`config.mk`:
```
export PLATFORM = sky130hd
export DESIGN_NAME = mesi_isc_coherence_monitor
export DESIGN_NICKNAME = d
export VERILOG_FILES = /design/src/rtl/mesi_isc_mon_pkg.sv /design/src/rtl/mesi_isc_mon_classify.sv /design/src/rtl/mesi_isc_coherence_monitor.sv
export SDC_FILE = /design/constraint.sdc
export NUM_CORES = 1
export LEC_CHECK = 0
export ABC_AREA = 1
export BUFFER_PORTS_ARGS = -buffer_cell sky130_fd_sc_hd__buf_2
export CORE_MARGIN = 1
export CORE_UTILIZATION = 51
export DETAILED_ROUTE_END_ITERATION = 10
export PLACE_DENSITY_LB_ADDON = 0.1
export REMOVE_ABC_BUFFERS = 1
export SYNTH_ARGS = -nofsm -noshare
export SYNTH_HDL_FRONTEND = slang
export SYNTH_SLANG_ARGS = --single-unit
export TNS_END_PERCENT = 5
```
`constraint.sdc`:
```
create_clock -name clk -period 1.9 [get_ports clk]
set_input_delay 0.38 -clock clk [delete_from_list [all_inputs] [get_ports clk]]
set_output_delay 0.38 -clock clk [all_outputs]
set_load 0.01 [all_outputs]
```
`src/rtl/mesi_isc_mon_pkg.sv`:
```
`default_nettype none
// ============================================================================
// Module   : mesi_isc_mon_pkg
// Purpose  : Shared definitions for the MESI ISC coherence monitor: the cache
//            line state encodings (identical to MESI_ISC_TB_CPU_MESI_*), the
//            bit positions of the violation class vector and the monitor FSM
//            state type.
// Ports    : none (package)
// Revision : 1.0 - initial release
// ============================================================================
package mesi_isc_mon_pkg;

   localparam logic [3:0] c_mesi_m = 4'b1001;
   localparam logic [3:0] c_mesi_e = 4'b0101;
   localparam logic [3:0] c_mesi_s = 4'b0011;
   localparam logic [3:0] c_mesi_i = 4'b0000;

   // Bit positions inside viol_type / first_type
   localparam int VT_MULTI_M    = 0;
   localparam int VT_M_SHARED   = 1;
   localparam int VT_E_CONFLICT = 2;
   localparam int VT_ILLEGAL    = 3;

   typedef enum logic [1:0] {
      ST_IDLE    = 2'd0,
      ST_CHECK   = 2'd1,
      ST_PENDING = 2'd2,
      ST_FLAGGED = 2'd3
   } mon_state_e;

endpackage
`default_nettype wire

```
`src/rtl/mesi_isc_mon_classify.sv`:
```
`default_nettype none
// ============================================================================
// Module   : mesi_isc_mon_classify
// Purpose  : Combinational classification of one sampled global state vector.
// Ports    : i_samp      - packed cache states, CPU i at [i*STATE_W +: STATE_W]
//            o_m_mask    - CPUs in M        o_e_mask    - CPUs in E
//            o_s_mask    - CPUs in S        o_noni_mask - CPUs not in I
//            o_class     - violation classes (VT_* bit positions)
//            o_one_m     - exactly one CPU in M
//            o_m_owner   - lowest-index CPU in M (0 when none)
// Revision : 1.0 - initial release
// ============================================================================
module mesi_isc_mon_classify
   import mesi_isc_mon_pkg::*;
#(
   parameter int NUM_CPU = 4,
   parameter int STATE_W = 4
) (
   input  logic [NUM_CPU*STATE_W-1:0]  i_samp,
   output logic [NUM_CPU-1:0]          o_m_mask,
   output logic [NUM_CPU-1:0]          o_e_mask,
   output logic [NUM_CPU-1:0]          o_s_mask,
   output logic [NUM_CPU-1:0]          o_noni_mask,
   output logic [3:0]                  o_class,
   output logic                        o_one_m,
   output logic [$clog2(NUM_CPU)-1:0]  o_m_owner
);

   localparam int OWN_W = $clog2(NUM_CPU);
   localparam logic [NUM_CPU-1:0] c_one = NUM_CPU'(1);

   logic [NUM_CPU-1:0] w_i_mask;
   logic [NUM_CPU-1:0] w_ill_mask;
   logic [NUM_CPU-1:0] w_legal_noni;
   logic               w_multi_m;
   logic               w_multi_e;

   for (genvar gi = 0; gi < NUM_CPU; gi++) begin : g_cpu
      logic [STATE_W-1:0] w_field;
      assign w_field        = i_samp[gi*STATE_W +: STATE_W];
      assign o_m_mask[gi]   = (w_field == STATE_W'(c_mesi_m));
      assign o_e_mask[gi]   = (w_field == STATE_W'(c_mesi_e));
      assign o_s_mask[gi]   = (w_field == STATE_W'(c_mesi_s));
      assign w_i_mask[gi]   = (w_field == STATE_W'(c_mesi_i));
   end

   assign w_ill_mask   = ~(o_m_mask | o_e_mask | o_s_mask | w_i_mask);
   // Illegal encodings count as "present" for the capture mask but are kept
   // out of the M/E/S checks so one corrupt field yields only ILLEGAL.
   assign o_noni_mask  = ~w_i_mask;
   assign w_legal_noni = o_m_mask | o_e_mask | o_s_mask;

   // x & (x-1) clears the lowest set bit: non-zero means two or more set.
   assign w_multi_m = |(o_m_mask & (o_m_mask - c_one));
   assign w_multi_e = |(o_e_mask & (o_e_mask - c_one));
   assign o_one_m   = (|o_m_mask) && !w_multi_m;

   always_comb begin
      o_class                = '0;
      o_class[VT_MULTI_M]    = w_multi_m;
      o_class[VT_M_SHARED]   = o_one_m && |(w_legal_noni & ~o_m_mask);
      o_class[VT_E_CONFLICT] = w_multi_e || (|o_e_mask && |o_s_mask);
      o_class[VT_ILLEGAL]    = |w_ill_mask;
   end

   // Scan downwards so the lowest-index M wins.
   always_comb begin
      o_m_owner = '0;
      for (int i = NUM_CPU - 1; i >= 0; i--) begin
         if (o_m_mask[i]) o_m_owner = OWN_W'(i);
      end
   end

endmodule
`default_nettype wire

```
`src/rtl/mesi_isc_coherence_monitor.sv`:
```
`default_nettype none
// ============================================================================
// Module   : mesi_isc_coherence_monitor
// Purpose  : Samples every CPU's cache-line state each cycle, classifies
//            global MESI violations, debounces them over SETTLE_CYC extra
//            samples and reports pulse / sticky / saturating count / first
//            failure capture. Intended to be bound into mesi_isc_tb.
// Ports    : clk, rst (async, active low), enable, clr (sync clear),
//            cache_state (packed per-CPU states), violation (pulse),
//            viol_type (live class), err_sticky, viol_cnt, first_valid,
//            first_type, first_cpus, m_owner, m_owner_valid
// Revision : 1.0 - initial release
// ============================================================================
module mesi_isc_coherence_monitor
   import mesi_isc_mon_pkg::*;
#(
   parameter int NUM_CPU    = 4,
   parameter int STATE_W    = 4,
   parameter int SETTLE_CYC = 0,
   parameter int CNT_W      = 16
) (
   input  logic                        clk,
   input  logic                        rst,
   input  logic                        enable,
   input  logic                        clr,
   input  logic [NUM_CPU*STATE_W-1:0]  cache_state,
   output logic                        violation,
   output logic [3:0]                  viol_type,
   output logic                        err_sticky,
   output logic [CNT_W-1:0]            viol_cnt,
   output logic                        first_valid,
   output logic [3:0]                  first_type,
   output logic [NUM_CPU-1:0]          first_cpus,
   output logic [$clog2(NUM_CPU)-1:0]  m_owner,
   output logic                        m_owner_valid
);

   logic [NUM_CPU*STATE_W-1:0] r_samp;
   mon_state_e                 r_state;
   logic [7:0]                 r_settle;

   logic [NUM_CPU-1:0]         w_m_mask;
   logic [NUM_CPU-1:0]         w_e_mask;
   logic [NUM_CPU-1:0]         w_s_mask;
   logic [NUM_CPU-1:0]         w_noni_mask;
   logic [3:0]                 w_class;
   logic                       w_one_m;
   logic [$clog2(NUM_CPU)-1:0] w_m_owner;
   logic                       w_bad;
   logic                       w_flag;
   logic                       w_unused_masks;

   mesi_isc_mon_classify #(
      .NUM_CPU (NUM_CPU),
      .STATE_W (STATE_W)
   ) u_classify (
      .i_samp      (r_samp),
      .o_m_mask    (w_m_mask),
      .o_e_mask    (w_e_mask),
      .o_s_mask    (w_s_mask),
      .o_noni_mask (w_noni_mask),
      .o_class     (w_class),
      .o_one_m     (w_one_m),
      .o_m_owner   (w_m_owner)
   );

   assign w_unused_masks = ^{w_m_mask, w_e_mask, w_s_mask};
   assign w_bad          = |w_class;

   // Entry into FLAGGED this cycle. PENDING counts violating samples from 1;
   // the sample that finds the counter already at SETTLE_CYC is the
   // (SETTLE_CYC+1)-th consecutive one and triggers the flag.
   assign w_flag = enable && w_bad &&
                   (((r_state == ST_CHECK)   && (SETTLE_CYC == 0)) ||
                    ((r_state == ST_PENDING) && (r_settle == 8'(SETTLE_CYC))));

   always_ff @(posedge clk or negedge rst) begin
      if (!rst) begin
         r_samp        <= '0;
         r_state       <= ST_IDLE;
         r_settle      <= '0;
         violation     <= 1'b0;
         viol_type     <= '0;
         err_sticky    <= 1'b0;
         viol_cnt      <= '0;
         first_valid   <= 1'b0;
         first_type    <= '0;
         first_cpus    <= '0;
         m_owner       <= '0;
         m_owner_valid <= 1'b0;
      end else begin
         r_samp        <= cache_state;
         viol_type     <= w_class;
         m_owner       <= w_m_owner;
         m_owner_valid <= w_one_m && !w_bad;
         violation     <= w_flag;

         if (!enable) begin
            r_state  <= ST_IDLE;
            r_settle <= '0;
         end else begin
            case (r_state)
               ST_IDLE: begin
                  r_state  <= ST_CHECK;
                  r_settle <= '0;
               end
               ST_CHECK: begin
                  if (w_bad) begin
                     if (SETTLE_CYC == 0) begin
                        r_state <= ST_FLAGGED;
                     end else begin
                        r_state  <= ST_PENDING;
                        r_settle <= 8'd1;
                     end
                  end
               end
               ST_PENDING: begin
                  if (!w_bad) begin
                     r_state  <= ST_CHECK;
                     r_settle <= '0;
                  end else if (r_settle == 8'(SETTLE_CYC)) begin
                     r_state  <= ST_FLAGGED;
                     r_settle <= '0;
                  end else begin
                     r_settle <= r_settle + 8'd1;
                  end
               end
               ST_FLAGGED: begin
                  if (!w_bad) r_state <= ST_CHECK;
               end
               default: r_state <= ST_IDLE;
            endcase
         end

         // clr wins over a same-cycle increment / capture.
         if (clr) begin
            viol_cnt    <= '0;
            err_sticky  <= 1'b0;
            first_valid <= 1'b0;
            first_type  <= '0;
            first_cpus  <= '0;
         end else if (w_flag) begin
            if (viol_cnt != '1) viol_cnt <= viol_cnt + CNT_W'(1);
            err_sticky <= 1'b1;
            if (!first_valid) begin
               first_valid <= 1'b1;
               first_type  <= w_class;
               first_cpus  <= w_noni_mask;
            end
         end
      end
   end

endmodule
`default_nettype wire
```
; Yosys cells after proc, flatten, opt, wreduce, memory -nomap -nowiden
; Cells that the tools add are included.
[totals]
reg_bits = 59
in_bits = 20
out_inout_bits = 34
wordCells = 100
[op_classes]
n_addsub = 4
eq_ne = 21
n_mux = 25
bitwise = 9
n_reduce_logical = 30
[op_table]
columns = cell, count
row1 = two-way mux 16 bit, 3
row2 = OR reduction 4 bit, 7
row3 = two-way mux 4 bit, 6
row4 = two-way mux 8 bit, 3
row5 = two-way mux 2 bit, 9
row6 = adder 16 x 1 -> 16 bit (second input constant), 1
row7 = equality test 4 x 2 -> 1 bit (second input constant), 4
row8 = equality test 4 x 3 -> 1 bit (second input constant), 4
row9 = equality test 4 bit (second input constant), 4
row10 = logical NOT 4 bit, 4
row11 = != test 16 bit (second input constant), 1
row12 = case mux 8 bit (2 select lines), 1
row13 = bitwise AND 4 bit, 3
row14 = inverter 4 bit, 3
row15 = OR 4 bit, 3
row16 = OR reduction 10 bit, 1
row17 = adder 8 x 1 -> 8 bit (second input constant), 1
row18 = logical NOT 8 bit, 1
row19 = case mux 2 bit (4 select lines), 1
row20 = subtractor 4 x 1 -> 4 bit (second input constant), 2
row21 = logical AND 1 bit, 7
row22 = != test 3 bit (second input constant), 2
row23 = equality test 2 bit (second input constant), 2
row24 = != test 4 x 3 -> 1 bit (second input constant), 1
row25 = other kinds (10), 15

; Longest topological paths before layout
; Gate-level depths: netlist (run 1).
[depth]
depth_word = 12
ltp_mapped = 16
depth_no_buf = 15

; Cells and area by module
; A second synthesis (run 1) with hierarchy kept.
[unflattened]
hier_cells = 454
hier_area_um2 = 3350.7
[modules_own_cells]
columns = mod, instances, cells_per_inst, area_per_inst_um2, seq_area_each_um2
row1 = mesi_isc_coherence_monitor, 1, 348, 2844.0, 1476.4
row2 = mesi_isc_mon_classify, 1, 106, 506.7, 0.0

; Least setup slack after synthesis (run 1)
; OpenSTA, ideal clock, no wires.
[synth_path]
path_type = register to register
start = register r_settle[0]
end = register viol_cnt[10]
setup_ns = 0.066
t_arrival_ns = 1.787
required_ns = 1.834
setup_slack_ns = 0.047
stages_incl_launch_ff = 11
n_path_buf = 1
synth_period_minus_slack_ns = 1.853
path_cell_list = dfrtp_1 -> inv_1 -> ha_1 -> nand4_1 -> nor4_1 -> a21oi_1 -> nand3b_2 -> nand2_1 -> buf_4 -> nand3_1 -> nand2_1
[synth_between]
elab_chain_len = 6
[synth_rtl]
columns = element, line
row1 = "start, declared", mesi_isc_coherence_monitor.sv:40  ; logic [7:0] r_settle;
row2 = "start signal, assigned", mesi_isc_coherence_monitor.sv:125  ; r_settle <= r_settle + 8'd1;
row3 = logical NOT 8 bit, mesi_isc_coherence_monitor.sv:75  ; ((r_state == ST_PENDING) && (r_settle == 8'(SETTLE_CYC))));
row4 = logical AND 1 bit, mesi_isc_coherence_monitor.sv:75
row5 = logical OR 1 bit, mesi_isc_coherence_monitor.sv:74  ; (((r_state == ST_CHECK) && (SETTLE_CYC == 0)) ||
row6 = logical AND 1 bit, mesi_isc_coherence_monitor.sv:73  ; assign w_flag = enable && w_bad &&
row7 = nonzero test 2 bit (no line), n/a
row8 = AND reduction 2 bit (no line), n/a
row9 = "end signal, assigned", mesi_isc_coherence_monitor.sv:143  ; if (viol_cnt != '1) viol_cnt <= viol_cnt + CNT_W'(1);
row10 = "end, declared", mesi_isc_coherence_monitor.sv:30  ; output logic [CNT_W-1:0] viol_cnt,
; Every way passes these cells.
; A chain may end at the register's enable or synchronous reset.

; Worst setup path after layout (run 1)
[layout_path]
start = register r_settle[0]
end = register first_cpus[1]
[layout_between]
elab_chain_len = 6
[layout_rtl]
columns = element, line
row1 = logical NOT 8 bit, mesi_isc_coherence_monitor.sv:75
row2 = logical AND 1 bit, mesi_isc_coherence_monitor.sv:75
row3 = logical OR 1 bit, mesi_isc_coherence_monitor.sv:74
row4 = logical AND 1 bit, mesi_isc_coherence_monitor.sv:73
row5 = named net w_flag, mesi_isc_coherence_monitor.sv:50  ; logic w_flag;
row6 = nonzero test 2 bit (no line), n/a
row7 = AND reduction 2 bit (no line), n/a
row8 = "end signal, assigned", mesi_isc_coherence_monitor.sv:148  ; first_cpus <= w_noni_mask;
row9 = "end, declared", mesi_isc_coherence_monitor.sv:33  ; output logic [NUM_CPU-1:0] first_cpus,
; The timed path passes the listed nets, and every way through them passes these cells.

==> impl_metrics.toml, run 1 <==
[sta]
worstMarginPinSlew_ns = 0.458
rsz0062_at_grt = "yes"
finalClockSkew_ns = 0.00903
tns_ns = 0
relSlewSlack_pct = 69.2
min_period_ns = 1.87
post-route-period-util_pct = 98.6
drv_slew = 0
finalSetupViolCount = 0
finalHoldViolations = 0
clock.fmax_mhz = 534

[logic_synthesis]
async_reset_ff_share_pct = 100
yosys.area.top_type = "dfrtp_1"
yosysUniqueCellTypes = 32
yosys-top-cells-count = "87 x nand2_1, 59 x dfrtp_1, 53 x nand3_1"
yosysWarningCount = 0
ys_ff_latch = 59
netlist_area_um2 = 3210
synth_most_common_cell = "nand2_1"
seq_area_frac_synth_pct = 46.1
synth.avg_cell_area_um2 = 8.24
synth_cells = 389
ys_top_cells_by_area = "dfrtp_1 46%, nand2_1 10%, nand3_1 8.3%, inv_1 4.9%, nor2_1 4.4%"
yosysTopAreaCellShare_pct = 46.1
synthFlopType = "dfrtp_1"
synth-edff-count = 0

[placed_design]
gp_congestion = 0.832
io_buffers = 53
dp_hpwl_mm = 4.79

[floorplanning]
start_util_pct = 53.5
dieWidth_um = 81.3
dieArea_um2 = 6610
coreArea_um2 = 5990
num_rows = 28
die_h_um = 81.3
io-pin-count = 54

[global_route]
antenna_found_initial = 0
grt_pass1_wl_mm = 10.9
grt_max_degree = 60
grt_use_total_pct = 22.4
grt_overflow = 0
grt_pass1_vias = 2413

[drt]
drt_iter0_drc = 106
drt-wirelength-per-cell_um = 12.4
vias = 2730
first_pass_iters = 6
drtAntennaViolNets = 0
post_drt_via_cell_ratio = 5.04
drc = 0
routed_wirelength_mm = 6.70

[cells_and_area]
seq_area_um2 = 1480
antenna_cells = 0
area_growth_pct = 23.0
fillerInstances = 505
final_layout_size_suffix_gt1_share_pct = 29.1
multi_input_area_um2 = 1560
nNetsFinal = 489

[power]
p_clk_share_pct = 41.3
p_leak_nw = 2.01
internal-power_w = 0.00206
power.total_w = 0.00282
power_frac_comb_pct = 11.3
p_sw_share_pct = 26.8
switchingPower_w = 0.000756
powerDensity_nw_per_um2 = 715
peakVddDrop_mv = 0.484
seq_power_share_pct = 47.3

[critical_path]
crit_fanout = 8
cp.required_ns = 2.13
r2r_cells = 10
timing.rr.end = "first_cpus[1]$_DFFE_PN0P_"
cp-start-kind = "flip-flop"
critPathArrivalTime_ns = 2.10
timing.rr.start = "r_settle[0]$_DFFE_PN0P_"
endpoint_kind = "flip-flop"
path_class = "flip-flop to flip-flop"
rrSetupSlack_ns = 0.03

[cts]
clock-root-buffer = "clkbuf_8"
cts.clk_slew.worst_paths_ns = 0.07
clk_latency_ns = 0.34
cts_buffer_depth = 2
cts_tree = "done"
cts_buffers = 9
h-tree-depth = 3
clock-sinks = 59
ctsHoldBuffers = 0

[status]
status = "finished clean"

[run]
max_cap_viol_count = 0

[hold_path]
hold_path.class = "input pin to asynchronous set/reset pin"
==> how the worst max path moves through the flow <==
stage | to | startpoint
global placement | first_type[1]$_DFFE_PN0P_ | r_samp[9]$_DFF_PN0_
global route | first_cpus[1]$_DFFE_PN0P_ | r_samp[9]$_DFF_PN0_
detailed placement | first_cpus[0]$_DFFE_PN0P_ | r_samp[5]$_DFF_PN0_
finish | first_cpus[1]$_DFFE_PN0P_ | r_settle[0]$_DFFE_PN0P_
CTS | first_cpus[1]$_DFFE_PN0P_ | r_samp[5]$_DFF_PN0_
floorplan | viol_cnt[15]$_DFFE_PN0P_ | clr
==> state kept, by name, summed over array words and instances, names as in the netlist <==
| signal | count |
|---|---|
| r_samp | 16 |
| viol_cnt | 16 |
| r_settle | 8 |
| first_cpus | 4 |
| first_type | 4 |
| viol_type | 4 |
| m_owner | 2 |
| r_state | 2 |
| first_valid | 1 |
| m_owner_valid | 1 |
| violation | 1 |
==> per-layer routing <==
metal  vias up  part of all wire [%]  track usage [%]
li1       1390                     -                -
met1      1259                    47             29.1
met2        69                    46             34.7
met3        12                   4.1             5.84
met4         0                   2.1             10.2
met5         -                     0                0
==> power by group through the flow <==
stage,combinational (W),sequential [W],clock (W)
after global placement,0.000303,0.00135,0
after CTS,0.000318,0.00133,0.00119
final,0.000320,0.00133,0.00117
after global routing,0.000358,0.00134,0.00125
after floorplan,0.000153,0.00136,0
after detailed placement,0.000311,0.00136,0
==> critical path, stage by stage (launching register included) <==
cell     delay (ns)
dfrtp_1        0.38
inv_1          0.09
ha_1           0.15
nand4_1        0.13
nor4_2         0.22
a21oi_1        0.13
buf_4          0.17
nor2_8         0.18
nand2_2        0.15
nand3_1        0.11
nand2_1        0.06
==> metrics by stage <==
stage / cells / setup WS [ns] / hold slack [ns] / cell area, um^2 / util [%]
CTS: 542 / -0.0105 / 0.0384 / 3900 / 65.1
global route: 542 / -0.108 / 0.0449 / 3940 / 65.8
finish: 542 / 0.0266 / 0.0281 / 3940 / 65.8
global placement: 526 / 0.0171 / 0.407 / 3670 / 61.3
floorplan: 379 / -0.0966 / 0.0844 / 3150 / -
detailed placement: 526 / -0.0377 / 0.411 / 3670 / 61.3
==> cell families (layout without fill, tap and decap cells) <==
group / after synthesis / after routing / synth area share, %
xor+xnor: 17 / 17 / 4.64
buf+inv: 57 / 135 / 7.30
compound gates: 16 / 16 / 2.58
fa+ha+maj: 7 / 7 / 2.73
simple gates: 233 / 233 / 36.7
flops: 59 / 59 / 46.1
==> layout make-up <==
type	instances	area share, %
repair buffers	72	11.0
inverters	47	4.48
multi-input cells	273	39.5
well taps	75	2.38
clock inverters	5	1.59
clock buffers	11	3.59
flip-flops and latches	59	37.5
==> what timing repair did <==
item / CTS / global route
buffers inserted: 0 / 0
resized for setup: 4 / 11
setup endpoints to repair: 12 / 32
pin swaps: 0 / 2
==> cells in the final DEF (no fill, tap or decap), types with 10 or more instances in the layout <==
cell / instances
nand2_1: 85
a21oi_1: 11
nand3_1: 52
buf_4: 17
dfrtp_1: 59
xor2_1: 11
clkbuf_8: 10
buf_2: 53
nand3_2: 11
inv_1: 41
nor2_1: 33
Power figures use the tool's default switching activity.
==> run 2, diff against run 1 <==
--- a/config.mk
+++ b/config.mk
@@ -7,8 +7,10 @@
 export LEC_CHECK = 0
 export ABC_AREA = 1
 export BUFFER_PORTS_ARGS = -buffer_cell sky130_fd_sc_hd__buf_2
+export CELL_PAD_IN_SITES_DETAIL_PLACEMENT = 1
+export CELL_PAD_IN_SITES_GLOBAL_PLACEMENT = 2
 export CORE_MARGIN = 1
-export CORE_UTILIZATION = 51
+export CORE_UTILIZATION = 30
 export DETAILED_ROUTE_END_ITERATION = 10
 export PLACE_DENSITY_LB_ADDON = 0.1
 export REMOVE_ABC_BUFFERS = 1
==> run 2 against run 1 <==
Net effect:
- sequential cell count unchanged
- global-route usage down 5.7 points
- sequential share of layout area down 2.1 points
- setup slack better by 0.0054 ns
- non-clock buffer count up 21
- worst hold slack better by 0.096 ns
- critical path depth up 2
- via count up 4.2%
- first-iteration DRC count down 22%
- total power down 1.5%
- critical path type unchanged
- critical endpoint is now viol_cnt[5]$_DFFE_PN0P_
- largest cell class unchanged
==> impl_metrics.toml, run 2 (synthesis results as in run 1) <==
[status]
status = "finished clean"

[global_route]
grt_pass1_vias = 2765
grt_use_total_pct = 16.7
antenna_found_initial = 0
grt_pass1_wl_mm = 14.1
grt_overflow = 0
grt_max_degree = 33

[cts]
cts_tree = "done"
cts_buffers = 9
h-tree-depth = 3
clk_latency_ns = 0.36
cts_buffer_depth = 2
cts.clk_slew.worst_paths_ns = 0.07
clock-root-buffer = "clkbuf_8"
clock-sinks = 59

[drt]
drtAntennaViolNets = 0
first_pass_iters = 4
drt-wirelength-per-cell_um = 13.7
drt_iter0_drc = 83
post_drt_via_cell_ratio = 4.57
drc = 0
vias = 2845
routed_wirelength_mm = 8.53

[sta]
clock.fmax_mhz = 535
rsz0062_at_grt = "yes"
worstMarginPinSlew_ns = 0.487
post-route-period-util_pct = 98.3
tns_ns = 0
layout_setup_ws_ns = 0.0319
finalHoldViolations = 0
finalClockSkew_ns = 0.0150
drv_slew = 0
min_period_ns = 1.87
finalSetupViolCount = 0
relSlewSlack_pct = 67.3

[floorplanning]
num_rows = 37
io-pin-count = 54
start_util_pct = 31.1
dieArea_um2 = 11100
coreArea_um2 = 10300
dieWidth_um = 105
die_h_um = 105

[power]
power.total_w = 0.00278
powerDensity_nw_per_um2 = 665
p_leak_nw = 2.13
peakVddDrop_mv = 0.413

[critical_path]
endpoint_kind = "flip-flop"
crit_fanout = 12
slowest_stage = "dfrtp_1"
cp.required_ns = 2.16
path_class = "flip-flop to flip-flop"
cpMostUsedCell = "nand2_1"
r2r_cells = 12
critPathArrivalTime_ns = 2.12
path_cells = "nor2_2, nand3_1, and2_1, nand2_1, nand2_1, nor2_4, nand3_4, nand3b_4, nand2_1, buf_12, nand3_1, nand2_2"
cpPeakStageDelay_ns = 0.40
cp-start-kind = "flip-flop"

[hold_path]
whs_path_depth = 1
hold_path.class = "input pin to flip-flop"

[cells_and_area]
nNetsFinal = 510
fillerInstances = 1261
area_growth_pct = 30.4
antenna_cells = 0
final_cell_mix = "81 x nand2_1, 59 x dfrtp_1, 53 x buf_2, 51 x nand3_1, 42 x inv_1"
reg_top3 = "r_samp (16), viol_cnt (16), r_settle (8)"
seq_area_um2 = 1480
final-instance-count-excl-fill = 623
final_common_cell = "nand2_1"
final_layout_size_suffix_gt1_share_pct = 32.6
final_util_pct = 40.5
multi_input_area_um2 = 1580

[placed_design]
io_buffers = 53
pre_cts_ws_ns = -0.0895
dpl.cell_count = 603
dp_hpwl_mm = 6.33
gp_congestion = 0.756

[run]
max_cap_viol_count = 0
## run 2: metrics by stage
stage	area (um^2)	hold WS [ns]
after floorplan	3150	0.0844
after global placement	3870	0.290
after detailed placement	3870	0.295
after CTS	4100	0.102
after global routing	4180	0.0913
final	4180	0.124
## run 2: area by class of cell
| cell class | instances | area share [%] |
|---|---|---|
| Clock inverter | 2 | 0.240 |
| Inverter | 47 | 4.22 |
| Timing Repair Buffer | 93 | 14.4 |
| Clock buffer | 13 | 4.04 |
| Sequential cell | 59 | 35.3 |
| Tap cell | 136 | 4.07 |
| Multi-Input combinational cell | 273 | 37.7 |
## run 2: metal layers
layer  track usage, %  wire length [um]  up-vias
li1                 -                 -     1420
met1             21.9              4150     1377
met2             25.5              3900       40
met3             6.18               376        8
met4             5.13                98        0
met5                0                 0        -
## run 2: power breakdown
group,switching (W),internal [W]
registers,0.0000341,0.00130
clock network,0.000515,0.000569
logic,0.000221,0.000138
total,0.000771,0.00201
## run 2: final timing paths
path	slack [ns]	to	from
max	0.03	viol_cnt[5]$_DFFE_PN0P_	r_samp[7]$_DFF_PN0_
min	0.12	r_samp[12]$_DFF_PN0_	cache_state[12]
max reg2reg	0.03	viol_cnt[5]$_DFFE_PN0P_	r_samp[7]$_DFF_PN0_
min reg2reg	0.51	first_type[1]$_DFFE_PN0P_	first_type[1]$_DFFE_PN0P_
max in group asynchronous	0.92	r_settle[0]$_DFFE_PN0P_	rst
min in group asynchronous	0.45	first_cpus[3]$_DFFE_PN0P_	rst
## run 2: what timing repair did
action,in CTS,in global routing
hold buffers,1,0
setup endpoints to repair,26,34
pin swaps,0,7
endpoints found under the hold margin,11,0
gates resized for setup,8,17
buffers inserted,0,4
## run 2: worst max-delay path, delay by kind of cell (launching register included)
kind	cells	cell delay (ns)
AND/OR/NAND/NOR	11	1.20
buffers and inverters	1	0.16
flip-flops	1	0.40
